`config.mk`:
```
export PLATFORM = sky130hd
export DESIGN_NAME = ws2812_rx_flat
export DESIGN_NICKNAME = d
export VERILOG_FILES = /design/src/rtl/ws2812_pkg.sv /design/src/rtl/ws2812_rx_if.sv /design/src/rtl/ws2812_rx_sync2.sv /design/src/rtl/ws2812_rx.sv /design/src/flat_wrapper.sv
export SDC_FILE = /design/constraint.sdc
export NUM_CORES = 1
export LEC_CHECK = 0
export CAP_MARGIN = 15
export CORE_UTILIZATION = 30
export CTS_BUF_LIST = sky130_fd_sc_hd__clkbuf_8
export CTS_CLUSTER_DIAMETER = 120
export DETAILED_ROUTE_END_ITERATION = 12
export MAX_ROUTING_LAYER = met4
export PLACE_DENSITY = 0.53
export SLEW_MARGIN = 25
export SYNTH_ARGS = -nofsm -noshare
export SYNTH_HDL_FRONTEND = slang
export SYNTH_SLANG_ARGS = --single-unit
```
`constraint.sdc`:
```
create_clock -name clk -period 2.6 [get_ports clk]
set_input_delay 0.78 -clock clk [delete_from_list [all_inputs] [get_ports clk]]
set_output_delay 0.78 -clock clk [all_outputs]
set_load 0.1 [all_outputs]
```
`src/rtl/ws2812_pkg.sv`:
```
// Shared definitions for the WS2812B transmitter and receiver: the receiver
// state encoding, the transmitter timing terminal counts, and the default
// decode thresholds. Both ends import this package so their timing stays in step.
package ws2812_pkg;

    // Receiver decode states.
    typedef enum logic [1:0] {
        WAIT_GAP = 2'd0,  // Hold off decoding until a full low gap is seen.
        IDLE     = 2'd1,  // Gap seen; waiting for the first rising edge.
        HIGH     = 2'd2,  // Measuring the width of a high pulse.
        LOW      = 2'd3   // Between pulses; watching for the inter-frame gap.
    } rx_state_t;

    // Transmitter terminal counts at 40 MHz. The transmitter counts from 0
    // to these values, so each phase lasts one cycle longer than its count.
    localparam int TX_T0H_CNT = 16;
    localparam int TX_T1H_CNT = 32;
    localparam int TX_T0L_CNT = 34;
    localparam int TX_T1L_CNT = 18;
    localparam int TX_GAP_CNT = 2000;

    // Receiver defaults, chosen between the transmitter's 0 and 1 high widths.
    localparam int HIGH_THRESH_DEF = 24;
    localparam int MIN_HIGH_DEF    = 4;
    localparam int MAX_HIGH_DEF    = 64;
    localparam int RESET_LOW_DEF   = 1000;
    localparam int PIX_W_DEF       = 9;

endpackage

```
`src/rtl/ws2812_rx_if.sv`:
```
// Decoder-side bundle: the serial line in, and the decoded pixel and frame
// outputs. The master drives the line; the slave is the decoder.
interface ws2812_rx_if
    import ws2812_pkg::*;
#(
    parameter int PIX_W = PIX_W_DEF
) ();

    logic             din;
    logic [23:0]      pixel;
    logic             pixel_valid;
    logic [PIX_W-1:0] pixel_idx;
    logic             frame_done;
    logic [PIX_W-1:0] pixel_count;
    logic             err;

    modport master (
        output din,
        input  pixel, pixel_valid, pixel_idx, frame_done, pixel_count, err
    );

    modport slave (
        input  din,
        output pixel, pixel_valid, pixel_idx, frame_done, pixel_count, err
    );

endinterface

```
`src/rtl/ws2812_rx_sync2.sv`:
```
// Two-flop synchronizer bringing the asynchronous serial line into clk.
module sync2 (
    input  logic clk,
    input  logic reset,
    input  logic d_i,
    output logic q_o
);

    logic meta_q;
    logic sync_q;

    // Shift the raw line through two flops; the first may go metastable.
    // NOTE: sequential state uses non-blocking assignments so every flop
    // samples the pre-edge value of its source, giving a true two-stage shift.
    always_ff @(posedge clk or negedge reset) begin
        if (!reset) begin
            meta_q <= 1'b0;
            sync_q <= 1'b0;
        end else begin
            meta_q <= d_i;
            sync_q <= meta_q;
        end
    end

    assign q_o = sync_q;

endmodule

```
`src/rtl/ws2812_rx.sv`:
```
// WS2812B single-wire stream decoder. Measures each high pulse on the
// synchronized line, turns it into a 0/1 bit, packs 24 bits per pixel
// (first bit received lands in pixel[0]) and reports the end of a frame
// when the line stays low for RESET_LOW cycles.
module ws2812_rx
    import ws2812_pkg::*;
#(
    parameter int HIGH_THRESH = HIGH_THRESH_DEF,
    parameter int MIN_HIGH    = MIN_HIGH_DEF,
    parameter int MAX_HIGH    = MAX_HIGH_DEF,
    parameter int RESET_LOW   = RESET_LOW_DEF,
    parameter int PIX_W       = PIX_W_DEF
) (
    input  logic       clk,
    input  logic       reset,
    ws2812_rx_if.slave rx
);

    // One counter serves high widths and low runs; it must reach both the
    // gap length and one past the longest legal high pulse.
    localparam int CNT_TOP = (RESET_LOW > MAX_HIGH + 1) ? RESET_LOW : MAX_HIGH + 1;
    localparam int CNT_W   = $clog2(CNT_TOP + 1);

    logic ds;
    logic ds_prev_q;
    logic rise;
    logic fall;

    rx_state_t        state_q, state_d;
    logic [CNT_W-1:0] cnt_q, cnt_d;
    logic [CNT_W-1:0] cnt_inc;
    logic [4:0]       bitcnt_q, bitcnt_d;
    logic [23:0]      word_q, word_d;
    logic [23:0]      word_new;
    logic [PIX_W-1:0] idx_q, idx_d;
    logic [PIX_W-1:0] idx_inc;

    logic [23:0]      pixel_q, pixel_d;
    logic             pixel_valid_q, pixel_valid_d;
    logic [PIX_W-1:0] pixel_idx_q, pixel_idx_d;
    logic             frame_done_q, frame_done_d;
    logic [PIX_W-1:0] pixel_count_q, pixel_count_d;
    logic             err_q, err_d;

    sync2 u_sync (
        .clk   (clk),
        .reset (reset),
        .d_i   (rx.din),
        .q_o   (ds)
    );

    assign rise = ds & ~ds_prev_q;
    assign fall = ~ds & ds_prev_q;

    // Counters saturate so a stuck line can never wrap back into range.
    assign cnt_inc = (cnt_q == '1) ? cnt_q : cnt_q + 1'b1;
    assign idx_inc = (idx_q == '1) ? idx_q : idx_q + 1'b1;

    // Next-state and output decode for the pulse classifier.
    // NOTE: every variable written here gets a default first, so no path
    // leaves one unassigned and no latch is inferred.
    always_comb begin
        state_d       = state_q;
        cnt_d         = cnt_q;
        bitcnt_d      = bitcnt_q;
        word_d        = word_q;
        word_new      = word_q;
        idx_d         = idx_q;
        pixel_d       = pixel_q;
        pixel_idx_d   = pixel_idx_q;
        pixel_count_d = pixel_count_q;
        pixel_valid_d = 1'b0;
        frame_done_d  = 1'b0;
        err_d         = 1'b0;

        case (state_q)
            WAIT_GAP: begin
                if (ds) begin
                    cnt_d = '0;
                end else if (cnt_inc >= CNT_W'(RESET_LOW)) begin
                    cnt_d   = '0;
                    state_d = IDLE;
                end else begin
                    cnt_d = cnt_inc;
                end
            end

            IDLE: begin
                if (rise) begin
                    cnt_d   = CNT_W'(1);
                    state_d = HIGH;
                end
            end

            HIGH: begin
                if (fall) begin
                    if (cnt_q < CNT_W'(MIN_HIGH)) begin
                        // Glitch: drop the partial word and resync on a gap.
                        err_d    = 1'b1;
                        cnt_d    = '0;
                        bitcnt_d = '0;
                        idx_d    = '0;
                        state_d  = WAIT_GAP;
                    end else begin
                        word_new[bitcnt_q] = (cnt_q >= CNT_W'(HIGH_THRESH));
                        word_d  = word_new;
                        cnt_d   = CNT_W'(1);
                        state_d = LOW;
                        if (bitcnt_q == 5'd23) begin
                            pixel_d       = word_new;
                            pixel_valid_d = 1'b1;
                            pixel_idx_d   = idx_q;
                            idx_d         = idx_inc;
                            bitcnt_d      = '0;
                        end else begin
                            bitcnt_d = bitcnt_q + 1'b1;
                        end
                    end
                end else if (cnt_inc > CNT_W'(MAX_HIGH)) begin
                    // Pulse too long to be a WS2812 bit.
                    err_d    = 1'b1;
                    cnt_d    = '0;
                    bitcnt_d = '0;
                    idx_d    = '0;
                    state_d  = WAIT_GAP;
                end else begin
                    cnt_d = cnt_inc;
                end
            end

            LOW: begin
                if (rise) begin
                    cnt_d   = CNT_W'(1);
                    state_d = HIGH;
                end else if (cnt_inc >= CNT_W'(RESET_LOW)) begin
                    // End of frame; a partial word is reported and dropped.
                    frame_done_d  = 1'b1;
                    err_d         = (bitcnt_q != 5'd0);
                    pixel_count_d = idx_q;
                    idx_d         = '0;
                    bitcnt_d      = '0;
                    cnt_d         = '0;
                    state_d       = IDLE;
                end else begin
                    cnt_d = cnt_inc;
                end
            end

            default: begin
                cnt_d    = '0;
                bitcnt_d = '0;
                idx_d    = '0;
                state_d  = WAIT_GAP;
            end
        endcase
    end

    // State, counters and registered outputs; reset forces a fresh gap wait.
    always_ff @(posedge clk or negedge reset) begin
        if (!reset) begin
            ds_prev_q     <= 1'b0;
            state_q       <= WAIT_GAP;
            cnt_q         <= '0;
            bitcnt_q      <= '0;
            word_q        <= '0;
            idx_q         <= '0;
            pixel_q       <= '0;
            pixel_valid_q <= 1'b0;
            pixel_idx_q   <= '0;
            frame_done_q  <= 1'b0;
            pixel_count_q <= '0;
            err_q         <= 1'b0;
        end else begin
            ds_prev_q     <= ds;
            state_q       <= state_d;
            cnt_q         <= cnt_d;
            bitcnt_q      <= bitcnt_d;
            word_q        <= word_d;
            idx_q         <= idx_d;
            pixel_q       <= pixel_d;
            pixel_valid_q <= pixel_valid_d;
            pixel_idx_q   <= pixel_idx_d;
            frame_done_q  <= frame_done_d;
            pixel_count_q <= pixel_count_d;
            err_q         <= err_d;
        end
    end

    assign rx.pixel       = pixel_q;
    assign rx.pixel_valid = pixel_valid_q;
    assign rx.pixel_idx   = pixel_idx_q;
    assign rx.frame_done  = frame_done_q;
    assign rx.pixel_count = pixel_count_q;
    assign rx.err         = err_q;

endmodule
```
`src/flat_wrapper.sv`:
```
// flat-port wrapper written by rule: the top's interface ports become plain ports
module ws2812_rx_flat import ws2812_pkg::*;
#(
    parameter int HIGH_THRESH = HIGH_THRESH_DEF,
    parameter int MIN_HIGH    = MIN_HIGH_DEF,
    parameter int MAX_HIGH    = MAX_HIGH_DEF,
    parameter int RESET_LOW   = RESET_LOW_DEF,
    parameter int PIX_W       = PIX_W_DEF
)
  (clk, reset, rx_din, rx_pixel, rx_pixel_valid, rx_pixel_idx, rx_frame_done, rx_pixel_count, rx_err);
  ws2812_rx_if #(.PIX_W(PIX_W)) rx_i ();
  input  logic clk;
  input  logic reset;
  input wire logic [$bits(rx_i.din)-1:0] rx_din;
  output wire logic [$bits(rx_i.pixel)-1:0] rx_pixel;
  output wire logic [$bits(rx_i.pixel_valid)-1:0] rx_pixel_valid;
  output wire logic [$bits(rx_i.pixel_idx)-1:0] rx_pixel_idx;
  output wire logic [$bits(rx_i.frame_done)-1:0] rx_frame_done;
  output wire logic [$bits(rx_i.pixel_count)-1:0] rx_pixel_count;
  output wire logic [$bits(rx_i.err)-1:0] rx_err;
  assign rx_i.din = rx_din;
  assign rx_pixel = rx_i.pixel;
  assign rx_pixel_valid = rx_i.pixel_valid;
  assign rx_pixel_idx = rx_i.pixel_idx;
  assign rx_frame_done = rx_i.frame_done;
  assign rx_pixel_count = rx_i.pixel_count;
  assign rx_err = rx_i.err;
  ws2812_rx #(.HIGH_THRESH(HIGH_THRESH), .MIN_HIGH(MIN_HIGH), .MAX_HIGH(MAX_HIGH), .RESET_LOW(RESET_LOW), .PIX_W(PIX_W)) u_core (.clk(clk), .reset(reset), .rx(rx_i));
endmodule
```
# After elaboration in Yosys (flattened, before gate mapping)

Index checks and enable logic that the tools add are counted.
Widths: inputs -> output; s select.

Add/sub/neg operators: 3
Multiply operators: 0
Div/mod/pow operators: 0
Order comparisons: 6
Eq/ne operators: 13
Shift-type cells: 0
Muxes and demuxes: 48
Bitwise gates (word level): 6
Reductions and logical operators: 10

Operators by type and width:

| operator              | count |
|---|---|
| $mux 10               | 7 |
| $mux 9                | 7 |
| $pmux 10 s4           | 1 |
| $mux 5                | 6 |
| $bwmux 24             | 1 |
| $pmux 9 s2            | 1 |
| $mux 1                | 14 |
| $mux 2                | 7 |
| $add 10x1->10 const B | 1 |
| $eq 10x10->1 const B  | 1 |
| $ge 10x10->1 const B  | 1 |
| $ge 10x5->1 const B   | 1 |
| $gt 10x7->1 const B   | 1 |
| $lt 10x3->1 const B   | 1 |
| $pmux 5 s2            | 1 |
| $add 9x1->9 const B   | 1 |
| $eq 9x9->1 const B    | 1 |
| $reduce_and 3->1      | 3 |
| $ne 4x4->1 const B    | 2 |
| $pmux 2 s4            | 1 |
| $reduce_and 4->1      | 2 |
| $lt 5x6->1 const B    | 1 |
| $reduce_and 6->1      | 1 |
| $add 5x1->5 const B   | 1 |
| 15 further kinds      | 22 |

Register bits after elaboration: 98
Bits in latches: 0
RAM bits: 0
ROM bits: 0
Output and inout bits: 45
Word-level logic and storage cells: 100
Memories kept: 0

# Logic depth before layout (Yosys ltp)

Depth in word-level cells: 6
Mapped depth: 12
Gate-level depth less buffers: 9

# By module

From an unflattened synthesis, not the netlist that was laid out.

Cells, all modules: 499
Area total of the unflattened synthesis: 4833.4 um^2

Modules (own cells, without submodules):

| module    | instances | cells an instance | area an instance (um^2) | seq. area each (um^2) |
|---|---|---|---|---|
| ws2812_rx | 1         | 497               | 4783.3                  | 2377.3 |
| sync2     | 1         | 2                 | 50.0                    | 50.0 |

# Least setup slack after synthesis

OpenSTA, ideal clock, no wires.

Path type: reg-to-reg
Start point: reg u_core.cnt_q[0]
End point: reg u_core.cnt_q[8]
Arrival time: 2513 ps
Path slack: 22 ps
Stages on the path, launching flop included: 11
Path buffers: 2
Period minus slack after synthesis: 2578 ps
Cells stage by stage: dfrtp_1 > ha_1 > buf_4 > and4_1 > buf_4 > nand3_2 > mux2_2 > o41ai_4 > a32oi_2 > nor4b_2 > o22a_1

Word-level cells in the longest chain between the ends: 6
Elaborated cells between the ends (all ways): 11
Those cells by class: add/sub: 1; order compare: 2; eq/ne: 1; mux: 7

Ends and longest elaborated chain:

| item                                          | RTL line                                            | RTL |
|---|---|---|
| start, declared                               | ws2812_rx.sv:30                                     | `logic [CNT_W-1:0] cnt_q, cnt_d;` |
| start signal, assigned                        | ws2812_rx.sv:176                                    | `cnt_q <= cnt_d;` |
| $add 10x1->10 or $eq 10x10->1 (tied branches) | ws2812_rx.sv:56                                     | `assign cnt_inc = (cnt_q == '1) ? cnt_q : cnt_q + 1'b1;` |
| $mux 10 *                                     | ws2812_rx.sv:56                                     |  |
| $ge 10x10->1 or $gt 10x7->1 (tied branches)   | ws2812_rx.sv:80, ws2812_rx.sv:135, ws2812_rx.sv:119 |  |
| $mux 10 (on tied branches)                    | ws2812_rx.sv:80, ws2812_rx.sv:135, ws2812_rx.sv:119 |  |
| $mux 10 (on tied branches)                    | ws2812_rx.sv:132, ws2812_rx.sv:78, ws2812_rx.sv:96  |  |
| $pmux 10 s4 *                                 | ws2812_rx.sv:76                                     | `case (state_q)` |

Every way passes the cells marked *; elsewhere a longest branch is shown, timed or not.
A chain may end at the register's enable or synchronous reset.

# Worst setup path in the final report

Start point: reg u_core.cnt_q[0]
End point: reg u_core.cnt_q[0]

Word-level cells in the longest chain between the ends: 6
Elaborated cells between the ends (all ways): 13
Those cells by class: add/sub: 1; order compare: 3; eq/ne: 1; mux: 8

Ends and longest elaborated chain:

| item                                          | RTL line |
|---|---|
| $add 10x1->10 or $eq 10x10->1 (tied branches) | ws2812_rx.sv:56 |
| $mux 10                                       | ws2812_rx.sv:56 |
| $ge 10x10->1 or $gt 10x7->1 (tied branches)   | ws2812_rx.sv:80, ws2812_rx.sv:135, ws2812_rx.sv:119 |
| $mux 10 (on tied branches)                    | ws2812_rx.sv:80, ws2812_rx.sv:135, ws2812_rx.sv:119 |
| $mux 10 (on tied branches)                    | ws2812_rx.sv:132, ws2812_rx.sv:78, ws2812_rx.sv:96 |
| $pmux 10 s4 *                                 | ws2812_rx.sv:76 |

Marked as above.

==> results_dict.tcl <==
set metrics [dict create \
    status "finished, final reports clean" \
    clk_latency_ns 0.38 \
    yosys_warnings 0 \
    antenna_found_initial 0 \
    num_vias 3947 \
    dpl_worst_slack_ns 0.0696 \
    rows 46 \
    die_area_um2 16900 \
    multi_input_area_um2 2330 \
    numCtsBuffers 9 \
    path_max_fanout 4 \
    grt_pass1_vias 3939 \
    port_buffers 47 \
    yosys_register_bits 97 \
    final_cell_area_um2 6140 \
    rsz0062_at_grt "true" \
    synth_xor_area_frac 0.0107 \
    area_delta_synth_final_pct 25.1 \
    io_pins 48 \
    hpwl_um 8270 \
    core_um2 15900 \
    worstSetupStartpointType "flip-flop" \
    ys_seq_area_frac 0.495 \
    drive_gt1_frac 0.290 \
    grt_max_degree 65 \
    cp_data_required_time_ns 2.89 \
    finalNetCount 565 \
    crit_arrival_ns 2.78 \
    clk_pin_slew_ns 0.09 \
    p_leak_uw 0.00296 \
    postSynthAreaPerCell_um2 10.2 \
    via_per_inst 5.09 \
    drc 0 \
    antenna_cells 0 \
    start_util 0.308 \
    die_h_um 130 \
    fin_crit_ns 2.50 \
    drv_slew 0 \
    ys_types 64 \
    crit_path_end_kind "flip-flop" \
    instances_no_fill 775 \
    finalSetupViolCount 0 \
    hold_viol_final 0 \
    gp_congestion 0.852 \
    syn_inst 480 \
    critPathKind "flip-flop to flip-flop" \
    dr_wl_met2_um 5780 \
    synth-edff-count 0 \
    drt-met1-wl_um 5920 \
    max_cap_viol_count 0 \
    fillers 1606 \
    period_share 0.961 \
    route.antenna.remaining_nets 0 \
    wl_met3_um 302 \
    synthAdderAreaFrac 0.0204 \
    placed_area_um2 5790 \
    async_reset_ff_frac 1.00 \
    die_w_um 130 \
    wl_per_cell_um 15.7 \
    htree_num_levels 3 \
    drtPass1Iterations 4 \
    worstHoldPathType "input port to async pin" \
    max_slew_margin 0.494 \
    root_buffer "clkbuf_8" \
    drtIter0Drc 230 \
    p_total_uw 2610 \
    synth_top_family_by_area "compound AO/OA/AOI/OAI gates" \
    placed_cells 755 \
    yosys.area_share.simple 0.126 \
    overflow 0 \
    cts_max_path_buffers 2 \
    tritoncts "built" \
    routed_wl_um 12100 \
    synth_mux_area_frac 0.0398 \
    syn_area_um2 4910 \
    clock_skew_ns 0.0118 \
    max_freq_ghz 0.400 \
    setup_ws_ns 0.101 \
    grt_first_pass_wirelength_um 20100 \
    register_area_um2 2430 \
    r2r_setup_slack_ns 0.10 \
    maxUsedRoutingLayer "met4" \
    vdd_drop_max_uv 296 \
    clock_sinks 97 \
    synth_compound_area_frac 0.255 \
    track_usage 0.158 \
    tightest_slew_ns 0.756 \
    power.density_nw_per_um2 425 \
    synthFlopType "dfrtp_1" \
    synth_nets 491 \
]
==> stage by stage <==
step	setup TNS [ns]	hold WS, ns	utilization
floorplan	0	0.331	-
detailed placement	0	0.336	0.363
global placement	0	0.340	0.363
global route	-0.140	0.368	0.385
finish	0	0.340	0.385
CTS	0	0.345	0.375
==> kinds of logic after synthesis <==
family	after synthesis
compound gates	181
simple gates	116
flops	97
buf+inv	56
mux	16
fa+ha+maj	8
xor+xnor	6
==> layer usage <==
metal	GRT usage	up-vias
met5	-	-
met3	0.0353	10
met1	0.207	1937
li1	-	1934
met4	0.0561	0
met2	0.239	66
==> placed cells by master, fill, tap and decap left out, drive strengths merged, types with 10 or more instances in the layout <==
cell type,instances
buf,102
dfrtp,97
a21oi,55
nand2,42
a31oi,32
o21ai,25
a21o,21
a311oi,19
nor2,18
inv,17
mux2,13
clkbuf,12
nand3,12
nor3,10
==> where the power goes <==
| group | switching (µW) | internal [µW] |
|---|---|---|
| clock network | 543 | 427 |
| registers | 6.62 | 1510 |
| logic | 73.1 | 44.5 |
==> layout make-up <==
type / count / share of cell area
tap: 216 / 0.0440
multi-input combinational: 327 / 0.380
sequential: 97 / 0.395
clock buffer: 12 / 0.0269
timing repair buffer: 103 / 0.139
inverter: 16 / 0.0104
clock inverter: 4 / 0.00428
==> state kept, by name, summed over array words and instances, names as in the netlist <==
signal                 count
u_core.bitcnt_q            5
u_core.cnt_q              10
u_core.ds_prev_q           1
u_core.idx_q               9
u_core.rx.err              1
u_core.rx.frame_done       1
u_core.rx.pixel           24
u_core.rx.pixel_count      9
u_core.rx.pixel_idx        9
u_core.rx.pixel_valid      1
u_core.state_q             2
u_core.u_sync.meta_q       1
u_core.u_sync.q_o          1
u_core.word_q             23
==> Yosys cell counts, types with 6 or more instances <==
cell / number / area, µm²
clkbuf_1: 28 / 105
a311oi_1: 19 / 166
and3_1: 8 / 50.1
a21oi_1: 55 / 275
dfrtp_1: 97 / 2430
a21o_1: 21 / 158
o21ai_1: 13 / 65.1
inv_1: 15 / 56.3
nor3_1: 9 / 45.0
a31oi_1: 32 / 200
o21ai_0: 10 / 50.1
mux2_2: 7 / 78.8
buf_4: 6 / 45.0
nand2_1: 42 / 158
ha_1: 8 / 100
nand3_1: 10 / 50.1
nor2_1: 18 / 67.6
==> worst paths after layout <==
check                                      from                        to  cells past startpoint
max in group asynchronous                 reset  u_core.rx.pixel_count[3]                      2
min reg2reg                u_core.u_sync.meta_q         u_core.u_sync.q_o                      0
min in group clk           u_core.u_sync.meta_q         u_core.u_sync.q_o                      0
min                                       reset       u_core.rx.pixel[12]                      1
max reg2reg                     u_core.cnt_q[0]           u_core.cnt_q[0]                      9
max                             u_core.cnt_q[0]           u_core.cnt_q[0]                      9
==> critical path: stages, from the launching register on <==
cell,delay [ns]
dfrtp_1,0.40
buf_4,0.17
clkinvlp_4,0.18
ha_4,0.29
mux2_4,0.27
o41ai_4,0.44
and2_4,0.22
buf_4,0.13
nand2_1,0.05
a31oi_1,0.24
==> what timing repair did <==
action / in CTS / in global routing
gates resized for setup: 0 / 27
endpoints found under the setup margin: 0 / 30
hold endpoints to repair: 0 / 0
setup buffers: 0 / 5
hold buffers: 0 / 0
No activity file was read; power rests on OpenSTA's default activity.
